## src/rtl/lsu_pkg.sv

```systemverilog
// rtl/lsu_pkg.sv - shared state encoding and funct3 access-size constants for the LSU bridge
package lsu_pkg;

  typedef enum logic [1:0] {
    IDLE = 2'd0,
    REQ  = 2'd1,
    WAIT = 2'd2,
    DONE = 2'd3
  } lsu_state_e;

  localparam logic [2:0] F3_LB  = 3'b000;
  localparam logic [2:0] F3_LH  = 3'b001;
  localparam logic [2:0] F3_LW  = 3'b010;
  localparam logic [2:0] F3_LBU = 3'b100;
  localparam logic [2:0] F3_LHU = 3'b101;

endpackage

```

## src/rtl/lsu_align.sv

```systemverilog
// rtl/lsu_align.sv - byte-enable, store-lane replication and load extraction for one access
module lsu_align
  import lsu_pkg::*;
(
  input  logic [2:0]  funct3,
  input  logic [1:0]  addr,
  input  logic [31:0] wdata,
  input  logic [31:0] rdata,
  output logic [3:0]  be,
  output logic [31:0] wdata_rep,
  output logic [31:0] rdata_ext,
  output logic        misaligned
);

  logic [31:0] lane;

  // Lane-align the response word so the addressed byte/half sits at bit 0.
  assign lane = rdata >> {addr, 3'b000};

  // Decode access size: mask, replicated store data, extended load data, alignment.
  always_comb begin
    be         = 4'b0000;
    wdata_rep  = wdata;
    rdata_ext  = 32'h0;
    misaligned = 1'b0;
    case (funct3)
      F3_LB: begin
        be        = 4'b0001 << addr;
        wdata_rep = {4{wdata[7:0]}};
        rdata_ext = {{24{lane[7]}}, lane[7:0]};
      end
      F3_LBU: begin
        be        = 4'b0001 << addr;
        wdata_rep = {4{wdata[7:0]}};
        rdata_ext = {24'h0, lane[7:0]};
      end
      F3_LH: begin
        misaligned = addr[0];
        be         = 4'b0011 << addr;
        wdata_rep  = {2{wdata[15:0]}};
        rdata_ext  = {{16{lane[15]}}, lane[15:0]};
      end
      F3_LHU: begin
        misaligned = addr[0];
        be         = 4'b0011 << addr;
        wdata_rep  = {2{wdata[15:0]}};
        rdata_ext  = {16'h0, lane[15:0]};
      end
      F3_LW: begin
        misaligned = (addr != 2'b00);
        be         = 4'b1111;
        rdata_ext  = rdata;
      end
      default: begin
        misaligned = 1'b1;
      end
    endcase
  end

endmodule

```

## src/rtl/lsu_bus_bridge.sv

```systemverilog
// rtl/lsu_bus_bridge.sv - converts single-cycle core data accesses into valid/ready bus transactions
module lsu_bus_bridge
  import lsu_pkg::*;
#(
  parameter int TIMEOUT = 64,
  parameter int CNT_W   = 7
) (
  input  logic        clk,
  input  logic        reset,
  input  logic        core_req,
  input  logic        core_we,
  input  logic [31:0] core_addr,
  input  logic [31:0] core_wdata,
  input  logic [2:0]  core_funct3,
  output logic        stall,
  output logic [31:0] core_rdata,
  output logic        misalign_err,
  output logic        bus_err,
  output logic        bus_valid,
  input  logic        bus_ready,
  output logic        bus_we,
  output logic [31:0] bus_addr,
  output logic [3:0]  bus_be,
  output logic [31:0] bus_wdata,
  input  logic        bus_rvalid,
  input  logic [31:0] bus_rdata
);

  lsu_state_e       state_q, state_d;
  logic [CNT_W-1:0] cnt_q;
  logic [31:0]      rdata_q;
  logic             mis_q;
  logic             berr_q;
  logic [31:0]      rdata_ext;
  logic             misaligned;
  logic             timeout_hit;

  lsu_align u_align (
    .funct3     (core_funct3),
    .addr       (core_addr[1:0]),
    .wdata      (core_wdata),
    .rdata      (bus_rdata),
    .be         (bus_be),
    .wdata_rep  (bus_wdata),
    .rdata_ext  (rdata_ext),
    .misaligned (misaligned)
  );

  assign timeout_hit  = (cnt_q == CNT_W'(TIMEOUT - 1));
  assign stall        = core_req & (state_q != DONE);
  assign bus_valid    = (state_q == REQ);
  assign bus_we       = (state_q == REQ) & core_we;
  assign bus_addr     = {core_addr[31:2], 2'b00};
  assign core_rdata   = (state_q == DONE) ? rdata_q : 32'h0;
  assign misalign_err = (state_q == DONE) & mis_q;
  assign bus_err      = (state_q == DONE) & berr_q;

  // Next-state logic; completion is tested before timeout so it wins a tie.
  always_comb begin
    state_d = state_q;
    case (state_q)
      IDLE: begin
        if (core_req) state_d = misaligned ? DONE : REQ;
      end
      REQ: begin
        if (bus_ready)        state_d = core_we ? DONE : WAIT;
        else if (timeout_hit) state_d = DONE;
      end
      WAIT: begin
        if (bus_rvalid || timeout_hit) state_d = DONE;
      end
      DONE: begin
        state_d = IDLE;
      end
      default: begin
        state_d = IDLE;
      end
    endcase
  end

  // State register; reset abandons any in-flight transaction at once.
  always_ff @(posedge clk or negedge reset) begin
    if (!reset) state_q <= IDLE;
    else        state_q <= state_d;
  end

  // Timeout counter plus the result/flags presented during DONE.
  always_ff @(posedge clk or negedge reset) begin
    if (!reset) begin
      cnt_q   <= '0;
      rdata_q <= 32'h0;
      mis_q   <= 1'b0;
      berr_q  <= 1'b0;
    end else begin
      case (state_q)
        IDLE: begin
          cnt_q   <= '0;
          rdata_q <= 32'h0;
          berr_q  <= 1'b0;
          mis_q   <= core_req & misaligned;
        end
        REQ: begin
          cnt_q <= cnt_q + CNT_W'(1);
          if (!bus_ready && timeout_hit) berr_q <= 1'b1;
        end
        WAIT: begin
          cnt_q <= cnt_q + CNT_W'(1);
          if (bus_rvalid)       rdata_q <= rdata_ext;
          else if (timeout_hit) berr_q  <= 1'b1;
        end
        default: begin
          rdata_q <= 32'h0;
          mis_q   <= 1'b0;
          berr_q  <= 1'b0;
        end
      endcase
    end
  end

endmodule

```

## config.mk

```make
export PLATFORM = sky130hd
export DESIGN_NAME = lsu_bus_bridge
export DESIGN_NICKNAME = d
export VERILOG_FILES = /design/src/rtl/lsu_pkg.sv /design/src/rtl/lsu_align.sv /design/src/rtl/lsu_bus_bridge.sv
export SDC_FILE = /design/constraint.sdc
export NUM_CORES = 1
export LEC_CHECK = 0
export CAP_MARGIN = 0
export CORE_UTILIZATION = 40
export DETAILED_ROUTE_END_ITERATION = 12
export HOLD_SLACK_MARGIN = 0.03
export PLACE_DENSITY = 0.9
export SLEW_MARGIN = 20
export SYNTH_ARGS = -nofsm -noshare
export SYNTH_HDL_FRONTEND = slang
export SYNTH_HIERARCHICAL = 1
export SYNTH_SLANG_ARGS = --single-unit
```

## constraint.sdc

```tcl
create_clock -name clk -period 2.2 [get_ports clk]
set_input_delay 0.44 -clock clk [delete_from_list [all_inputs] [get_ports clk]]
set_output_delay 0.44 -clock clk [all_outputs]
set_load 0.02 [all_outputs]
```

# Yosys cells after proc, flatten, opt, wreduce, memory -nomap -nowiden
# Cells that the tools add are included.
# op_classes
bitwise_logic	6
addsub	1
eq_ne	16
n_mux	20
reduce_logical	13
shift	3
# ops
operator	n
32-bit one-hot mux with 5 select lines	1
32-bit one-hot mux with 2 select lines	2
32-bit two-way mux	2
32-bit by 5-bit right shift with 16-bit output	1
7-bit one-hot mux with 2 select lines	1
2-bit != test, second input constant	6
4-bit one-hot mux with 3 select lines	1
2-bit two-way mux	5
2-bit one-hot mux with 4 select lines	1
7-bit by 1-bit adder with 7-bit output, second input constant	1
7-bit by 6-bit == test with 1-bit output, second input constant	1
3-bit == test, second input constant	2
3-bit AND reduction	2
2-bit OR reduction	3
1-bit bitwise AND	5
2-bit == test, second input constant	2
1-bit two-way mux	4
1-bit one-hot mux with 2 select lines	2
2-bit nonzero test	2
1-bit by 2-bit left shift with 4-bit output, first input constant	1
2-bit by 2-bit left shift with 4-bit output, first input constant	1
3-bit by 1-bit == test with 1-bit output, second input constant	1
3-bit by 2-bit == test with 1-bit output, second input constant	1
3-bit zero test	1
other kinds (10)	10
# totals
register_bits	43

# Logic depth before layout (Yosys ltp)
# depth
word_depth	6
ltp_mapped	9
depth_no_buf	6

# Cells and area by module
# The synthesis kept the hierarchy.
# by_module_without_submodules
mod	area_per_inst_um2	seq_area_each_um2	instances	cells_per_inst
lsu_bus_bridge	2561.2	1076.0	1	282
lsu_align	1247.4	0.0	1	187

# Worst setup path before layout
# OpenSTA, ideal clock, no wires.
# synth_path
kind	input -> output
start	in core_addr[1]
end	out bus_be[2]
required_ns	1.760
arrival_time_ns	1.665
cell_stages	5
n_path_buf	2
setup_slack_ns	0.095
cell_sequence	buf_2 > nor2b_1 > buf_2 > a21oi_1 > o21ai_0
# synth_between
elab_chain_len	2
# synth_lines
item	line_no	text
start: declaration	lsu_bus_bridge.sv:12	input logic [31:0] core_addr,
2-bit by 2-bit left shift with 4-bit output / 1-bit by 2-bit left shift with 4-bit output (equally long branches)	-	
4-bit one-hot mux with 3 select lines *	lsu_align.sv:26	case (funct3)
end: declaration	lsu_bus_bridge.sv:23	output logic [3:0] bus_be,
# Every way passes the cells marked *; elsewhere a longest branch is shown, timed or not.

# Worst setup path after layout
# layout_path
start	in core_addr[1]
end	reg rdata_q[21]
# layout_between
elab_chain_len	4
# layout_lines
item	line_no	text
32-bit by 5-bit right shift with 16-bit output	lsu_align.sv:18	assign lane = rdata >> {addr, 3'b000};
32-bit one-hot mux with 5 select lines	lsu_align.sv:26	
via rdata_ext[21]	lsu_bus_bridge.sv:34	logic [31:0] rdata_ext;
32-bit two-way mux	lsu_bus_bridge.sv:108	if (bus_rvalid) rdata_q <= rdata_ext;
32-bit one-hot mux with 2 select lines	lsu_bus_bridge.sv:95	case (state_q)
end signal: assignment	lsu_bus_bridge.sv:108	
end: declaration	lsu_bus_bridge.sv:31	logic [31:0] rdata_q;
# The timed path passes the listed nets, and every way through them passes these cells. The select of a mux whose other input is x is not followed.
# A chain may end at the register's enable or synchronous reset.

==> run metrics <==
Yosys top cell by area sky130_fd_sc_hd__dfrtp_1; Detailed Route WL roughly 12,000 um; overall overflow remaining after global route 0; # hold bufs at CTS 0; FF-to-FF setup slack about 0.45 ns; Worst EP arrival 2.33 ns; count of synthesis-stage warnings from yosys 6; endpoints failing hold 0; number of enable-type register cells in the synthesized netlist 0; Overall Global Routing Usage between 20% and 30%; WL/cell 16.3 um; deepest clock path buffer count 2; startpoint type of the worst setup path input pin; maximum operating frequency roughly 460 MHz; most numerous cell on the critical path sky130_fd_sc_hd__buf_4; slowest CP cell sky130_fd_sc_hd__clkdlybuf4s50_1; Critical Setup Path Class in2reg; Chip Width roughly 100 um; Post-Route Skew about 0.011 ns; share of async-settable or async-resettable flops after synthesis 100%; global routing met1 resource utilization between 20% and 30%; top_reg_cell synth sky130_fd_sc_hd__dfrtp_1; GR Layer Usage met3 a little under 5%; post-synthesis instance total 469; core outline area roughly 0.009 mm2; wire length of the first global-routing pass between 15,000 and 20,000 um; Worst Hold Class in2async; count of endpoints failing setup in the final report 0; Leak Pwr around 0.0026 uW; PortBufs 147; leading post-synthesis cells by cell area sky130_fd_sc_hd__dfrtp_1, sky130_fd_sc_hd__nand2_1, sky130_fd_sc_hd__buf_4; clk sink count 43; worst setup slack after layout about 0.035 ns; GRT Max-Usage Layer met2; clock root buffer master sky130_fd_sc_hd__clkbuf_8; number of levels in the clock H-tree 2; power per cell area 706 mW/mm2; Nets between 700 and 800; Placer Congestion 0.923; fraction of the cycle the final worst path needs about 100%; die boundary height approximately 100 um; CTS Buf Count 5; final design instance area without fill about 0.0054 mm2; register bit count reported by yosys 43; # diodes 0; # fillers approximately 840; worst-path fanout max 11; number of detailed-routing iterations run before antenna repair 4; DR vias around 3,700; Worst-path clk slew 0.09 ns; Post-Syn Area 0.00381 mm2; Worst R2R Start state_q[0]; pin count of the biggest net entering global routing 65; worst vdd ir 0.569 mV; CTS tree built; Synth top area share between 20 and 30%; final slew viol count 0; Die Area between 0.009 and 0.01 mm2; ordered cell list for the critical path clkdlybuf4s50_1, buf_4, buf_4, a211o_1, a221oi_4, buf_4, clkbuf_16, a21oi_1, nand2_1, o21ai_2; status finished, final reports clean; DRC errors left 0; starting density of the core between 40% and 50%; combined flip-flop and latch cell area 0.00108 mm2; via count of the first global-routing pass between 3,000 and 4,000; Data required, critical path between 2 and 2.5 ns; remaining antenna violation count 0; dpl hpwl 9370 um; met2 demand-to-capacity share in global routing 43.1%; Cell Area, Placed 0.00530 mm2; most frequent cells in the layout sky130_fd_sc_hd__nand2_1, sky130_fd_sc_hd__clkdlybuf4s50_1, sky130_fd_sc_hd__dlygate4sd2_1, sky130_fd_sc_hd__dfrtp_1, sky130_fd_sc_hd__buf_4; I/O pin cnt 210; ratio of cells with drive above 1 in the final layout approximately a fifth; area growth from synthesis to layout 41.9%; synthesized area per cell between 8 and 9 um2; post-synthesis sequential area ratio ~28%; FP Rows 35; max-cap viol count 0; worst setup path startpoint core_addr[1]; via density per instance roughly 5.2; synth unique cells 44; First DRT Iteration DRCs around 230; Place WS -0.431 ns; worst skew pair latency just under 0.3 ns; leading cell type in the layout, fill and taps excluded sky130_fd_sc_hd__nand2_1; CP max stage delay roughly 0.45 ns; type of element capturing the critical path register; multi-input gate area in the final layout between 0.002 and 0.0025 mm2; crit path time final roughly 2.2 ns; number of antenna violations at the first check in global routing 0
sequential cells by signal, indices dropped and copies added (netlist names):
signal and cells:
rdata_q 32, berr_q 1, mis_q 1, cnt_q 7, state_q 2
report_power, final:
group          switching (uW)  total, uW  internal, uW  leakage [uW]
logic                    1260       2110           851       0.00191
registers                 121       1090           971      0.000584
clock network             279        617           338     0.0000581
total                    1660       3820          2160       0.00255
critical path, delay by kind of cell:
family,cells,cell delay [ns]
buffers and inverters,5,1.14
AND/OR/NAND/NOR,1,0.08
AO/OA/AOI/OAI,4,0.67
cell families (layout without fill, tap and decap cells):
logic type / Yosys count / count (layout) / synth area share, %
AO/OA/AOI/OAI: 117 / 117 / 21.7
adder cells (fa/ha/maj): 7 / 7 / 2.30
buffers and inverters: 78 / 204 / 14.0
flip-flops: 43 / 43 / 28.3
multiplexers: 37 / 37 / 10.7
other: 1 / 2 / 0.0985
AND/OR/NAND/NOR: 186 / 186 / 23.0
synth_stat cells (all sizes together), types with 2 or more instances:
master / instances
nand2: 111
buf: 61
o21ai: 56
dfrtp: 43
and2: 35
mux2: 26
a21oi: 20
a22oi: 15
clkbuf: 15
mux2i: 11
nor2: 11
nor2b: 10
a211o: 8
nand2b: 8
ha: 7
o31ai: 5
nand3: 3
a21o: 2
a22o: 2
inv: 2
nor3: 2
repair_timing:
item                       4_1_cts  5_1_grt
buffers inserted                 0        1
setup endpoints to repair       81       28
gates resized for setup         88        6
pin swaps                        0        1
cloned                           0        1
final cells by class:
cell class / instances / share of cell area, %
clock buffer: 5 / 1.27
clock inverter: 3 / 0.810
inverter: 2 / 0.139
multi-input combinational: 349 / 41.0
sequential: 43 / 19.9
tap: 129 / 2.99
timing repair buffer: 194 / 33.8
per-layer routing:
metal,wire (um),share of wire (%),vias to the layer above
met5,0,0,-
met4,429,3.6,0
met3,861,7.3,34
met2,6020,51,189
met1,4520,38,1704
li1,-,-,1816
path summary, 6_finish.rpt:
path / to / cells past startpoint
max: rdata_q[21] / 10
min: cnt_q[1] / 1
max reg2reg: berr_q / 6
min reg2reg: rdata_q[22] / 2
max in group asynchronous: rdata_q[31] / 2
min in group clk: rdata_q[22] / 2
through the flow:
step	setup TNS [ns]	total power, uW	cells	utilization, %	hold WS (ns)
after global placement	-16.54	3170	715	57.4	0.356
after CTS	0	3820	723	58.0	0.0419
after global routing	-0.00371	4080	725	58.5	0.0460
final	0	3820	725	58.5	0.0366
after floorplan	0	2670	470	-	0.144
after detailed placement	-17.71	3280	715	57.4	0.356
No activity file was read; power rests on OpenSTA's default activity.
